--- src/rtl/right_shift_seq.sv ---
// Multi-cycle logical/arithmetic right shifter: retires up to STEP bit positions
// per clock under a start/busy/done handshake; out holds the last completed result.
module right_shift_seq #(
    parameter int WIDTH = 64,
    parameter int STEP  = 3
) (
    input  logic                     clk,
    input  logic                     reset,
    input  logic                     start,
    input  logic                     arith,
    input  logic [$clog2(WIDTH)-1:0] SHAMT,
    input  logic [WIDTH-1:0]         in,
    output logic [WIDTH-1:0]         out,
    output logic                     busy,
    output logic                     done
);
    localparam int SW = $clog2(WIDTH);

    localparam logic [1:0] S_IDLE  = 2'd0;
    localparam logic [1:0] S_SHIFT = 2'd1;
    localparam logic [1:0] S_DONE  = 2'd2;

    localparam logic [SW-1:0] STEP_AMT = SW'(STEP);

    logic [1:0]       r_state;
    logic [WIDTH-1:0] r_data;
    logic [SW-1:0]    r_rem;
    logic             r_fill;
    logic [WIDTH-1:0] r_out;

    logic [SW-1:0]    w_k;
    logic [SW-1:0]    w_rem_next;
    logic [WIDTH-1:0] w_shifted;

    // Shift right by k, forcing the vacated top k bits to the fill value.
    function automatic logic [WIDTH-1:0] shift_fill(input logic [WIDTH-1:0] d,
                                                    input logic [SW-1:0]    k,
                                                    input logic             f);
        logic [WIDTH-1:0] mask;
        mask = ~({WIDTH{1'b1}} >> k);
        return (d >> k) | (f ? mask : '0);
    endfunction

    always_comb begin
        w_k        = (r_rem < STEP_AMT) ? r_rem : STEP_AMT;
        w_rem_next = r_rem - w_k;
        w_shifted  = shift_fill(r_data, w_k, r_fill);
    end

    always_ff @(posedge clk) begin
        if (reset) begin
            r_state <= S_IDLE;
            r_data  <= '0;
            r_rem   <= '0;
            r_fill  <= 1'b0;
            r_out   <= '0;
        end else begin
            case (r_state)
                S_IDLE, S_DONE: begin
                    if (start) begin
                        r_data <= in;
                        r_rem  <= SHAMT;
                        r_fill <= arith & in[WIDTH-1];
                        // A zero shift completes immediately with the operand itself.
                        if (SHAMT == '0) begin
                            r_state <= S_DONE;
                            r_out   <= in;
                        end else begin
                            r_state <= S_SHIFT;
                        end
                    end else begin
                        r_state <= S_IDLE;
                    end
                end
                S_SHIFT: begin
                    r_data <= w_shifted;
                    r_rem  <= w_rem_next;
                    if (w_rem_next == '0) begin
                        r_state <= S_DONE;
                        r_out   <= w_shifted;
                    end
                end
                default: r_state <= S_IDLE;
            endcase
        end
    end

    assign out  = r_out;
    assign busy = (r_state == S_SHIFT);
    assign done = (r_state == S_DONE);
endmodule

--- config.mk ---
export PLATFORM = sky130hd
export DESIGN_NAME = right_shift_seq
export DESIGN_NICKNAME = d
export VERILOG_FILES = /design/src/rtl/right_shift_seq.sv
export SDC_FILE = /design/constraint.sdc
export NUM_CORES = 1
export LEC_CHECK = 0
export CORE_UTILIZATION = 56
export CTS_BUF_LIST = sky130_fd_sc_hd__clkbuf_8
export DETAILED_ROUTE_END_ITERATION = 10
export GPL_TIMING_DRIVEN = 0
export PLACE_DENSITY = 0.83
export RECOVER_POWER = 25
export SETUP_SLACK_MARGIN = 0.4
export SYNTH_ARGS = -nofsm -noshare
export SYNTH_HDL_FRONTEND = slang
export SYNTH_SLANG_ARGS = --single-unit
export TNS_END_PERCENT = 50
--- constraint.sdc ---
create_clock -name clk -period 4 [get_ports clk]
set_input_delay 0.8 -clock clk [delete_from_list [all_inputs] [get_ports clk]]
set_output_delay 0.8 -clock clk [all_outputs]
set_load 0.005 [all_outputs]
==> reports/results.ini <==
[logic_synthesis]
synth_area_um2=8610
synthTopCellsByArea=dfxtp_1, a21oi_1, nand2_1
synth_top_flop_cell=dfxtp_1
synth_top_area_share_pct=31.9
yosys.cell_types.count=49
synth_edf_count=0
synth_warnings=0
synth-seq-cells=137
yosys-top-cells-count=nand2_1, a21oi_1, dfxtp_1, nor2_1, clkbuf_1
syn_inst=1157
synth_area_leader_cell=dfxtp_1
synth.avg_cell_area_um2=7.44
ys_seq_area_share_pct=31.9
synth_nets=1232
async_reset_ff_share_pct=0
yosys.cell_count.top_type=nand2_1

[place]
globalplace.congestion=0.972
dpl.hpwl_um=20400
placedCellCount=1480
pre_cts_ws_ps=-449
portBuffers=139

[sta]
tns_ps=0
skew_ps=8.51
setup_ws_ps=433
rsz0062_at_grt=true
relSlewSlack_pct=42.5
fmax_mhz=280
finalMaxSlewViolations=0
tightest_slew_ps=862
post-route-min-period_ps=3570
setup_viol=0
min_period_over_period_pct=89.2
fin_hold_ws_ps=463
hold_viol=0

[global_route]
grt-ovfl-total=0
grt_usage_pct=36.3
grt_pass1_vias=9111
antenna_found_initial=0
grt_pass1_wl_um=46200
grt_max_degree=17

[clock_network]
hold_buffers=0
cts_tree=built
cts_buffer_depth=2
root_buffer=clkbuf_8
clk-insertion-delay-late_ps=470
clk_pin_slew_ps=80
cts_max_level=4
cts_num_sinks=137
cts_buffers=17

[critical_path]
worstPathMaxFanout=10
cp_slowest_cell=clkbuf_1
cp_slowest_stage_delay_ps=480
path_cells=nand2b_1 > clkbuf_1 > inv_1 > clkbuf_2 > clkbuf_2 > clkbuf_4 > clkdlybuf4s50_1
cp-end-kind=output port
worst-setup-path-type=flip-flop to output port
critical_path_required_ps=3200
crit_arrival_ps=2770
start_kind=flip-flop
crit_top_cell=clkbuf_2

[power]
p_sw_w=0.00194
leakage_nw=4.19
p_int_w=0.00297
power.share.sequential_pct=33.9
power_frac_clock_pct=25.5
peakVddDrop_mv=0.296
swShare_pct=39.5
combPwrFrac_pct=40.6
power_density_nw_per_um2=458

[outcome]
status=finished, final reports clean

[drt]
viasPerCell=6.47
vias=9777
drt-total-wl_um=28800
drt-pass1-iter-count=6
drt_iter0_markers=1074
wl_per_cell_um=19.1
ant_nets=0
drc_errors=0

[floorplanning]
initial_core_util_pct=58.4
fp.coreArea_um2=14800
rows=44
die_area_um2=15900
io_pins=140
fp.dieH_um=126
die_w_um=126

[worst_hold_path]
hold_class=flip-flop to flip-flop

[cells_and_area]
multi_input_area_um2=5350
diodes=0
final_nets=1392
layout.area.seq_um2=2740
area_growth_pct=24.5
final_util_pct=72.6
final_cell_count_no_fill=1512
layout-drive-gt1-share_pct=10.4
nFillCells=1249

[flow_run]
cap_violations=0

cell usage in the layout (no fill, tap or decap), types with 3 or more instances in the layout:
| master | Yosys | layout |
|---|---|---|
| o211ai_1 | 4 | 4 |
| nor4_1 | 45 | 45 |
| a311oi_1 | 5 | 5 |
| and2_1 | 15 | 15 |
| a2111oi_4 | 5 | 5 |
| nand2_1 | 172 | 172 |
| inv_1 | 3 | 3 |
| clkbuf_8 | 0 | 20 |
| a22oi_1 | 3 | 3 |
| buf_1 | 7 | 5 |
| clkdlybuf4s50_1 | 0 | 89 |
| nor2b_1 | 44 | 44 |
| or2_2 | 16 | 16 |
| clkbuf_2 | 0 | 7 |
| dfxtp_1 | 137 | 136 |
| a22o_1 | 46 | 46 |
| a211oi_1 | 18 | 18 |
| nand3_1 | 17 | 17 |
| bufinv_16 | 0 | 3 |
| buf_2 | 18 | 18 |
| nor2_1 | 137 | 137 |
| clkinvlp_4 | 0 | 3 |
| buf_4 | 4 | 7 |
| mux2i_1 | 5 | 5 |
| nand2b_1 | 21 | 21 |
| a2111oi_2 | 37 | 37 |
| buf_6 | 7 | 8 |
| a21oi_1 | 140 | 140 |
| clkbuf_1 | 81 | 73 |
| o221ai_1 | 12 | 12 |
| nor3_1 | 51 | 50 |
| a21o_1 | 47 | 47 |
| o21ai_0 | 34 | 34 |
| dlygate4sd3_1 | 0 | 50 |
final timing paths:
kind,start,end,slack [ps],depth (start not counted)
setup / recovery,r_state[1],busy,430,7
hold / removal,out[12],out[12],460,2
setup reg to reg,r_rem[1],out[59],460,12
hold reg to reg,out[12],out[12],460,2
layer usage:
layer	vias up	part of all wire, %	wire, um	global-route usage (%)
met1	4563	42	12000	47.4
li1	4475	-	-	-
met2	625	45	12900	56.7
met4	0	3.9	1130	19.2
met5	-	0	0	0
met3	114	9.5	2750	7.18
area by class of cell:
cell class | count | area share, %
clock buffers | 20 | 2.57
well taps | 184 | 2.15
plain buffers | 117 | 5.16
clock inverters | 10 | 1.34
repair buffers | 141 | 13.1
multi-input cells | 900 | 50.0
inverters | 3 | 0.105
flip-flops and latches | 137 | 25.6
critical path, delay by kind of cell (launching register included):
family / cells / cell delay [ps]
flip-flops: 1 / 370
buffers and inverters: 6 / 1790
AND/OR/NAND/NOR: 1 / 120
flip-flops by register name, summed over array words and instances (netlist names):
| name | flops |
|---|---|
| r_fill | 1 |
| r_rem | 6 |
| out | 64 |
| r_data | 64 |
| r_state | 2 |
kinds of logic (layout without fill, tap and decap cells):
kind of cell | after synthesis | in the layout | share of synthesized area, %
simple gates | 528 | 528 | 28.9
buf+inv | 120 | 291 | 6.28
fa+ha+maj | 1 | 1 | 0.145
flops | 137 | 137 | 31.9
xor+xnor | 1 | 1 | 0.102
mux | 6 | 6 | 0.712
compound gates | 364 | 364 | 32.0
stage by stage:
step	total power, W	instance area, um2
2_1_floorplan	0.00304	8610
3_3_place_gp	0.00356	10200
3_5_place_dp	0.00360	10200
4_1_cts	0.00483	10700
5_1_grt	0.00514	10700
6_report	0.00491	10700
what timing repair did:
action                                  4_1_cts  5_1_grt
gates resized for setup                      14        8
endpoints found under the setup margin       66       46
buffers inserted                              0        2
power groups by stage:
stage	sequential [W]	clock [W]	combinational [W]
after floorplan	0.00164	0	0.00140
after global placement	0.00168	0	0.00188
after detailed placement	0.00168	0	0.00191
after CTS	0.00165	0.00124	0.00193
after global routing	0.00168	0.00130	0.00215
final	0.00166	0.00125	0.00199
Power figures use the tool's default switching activity.
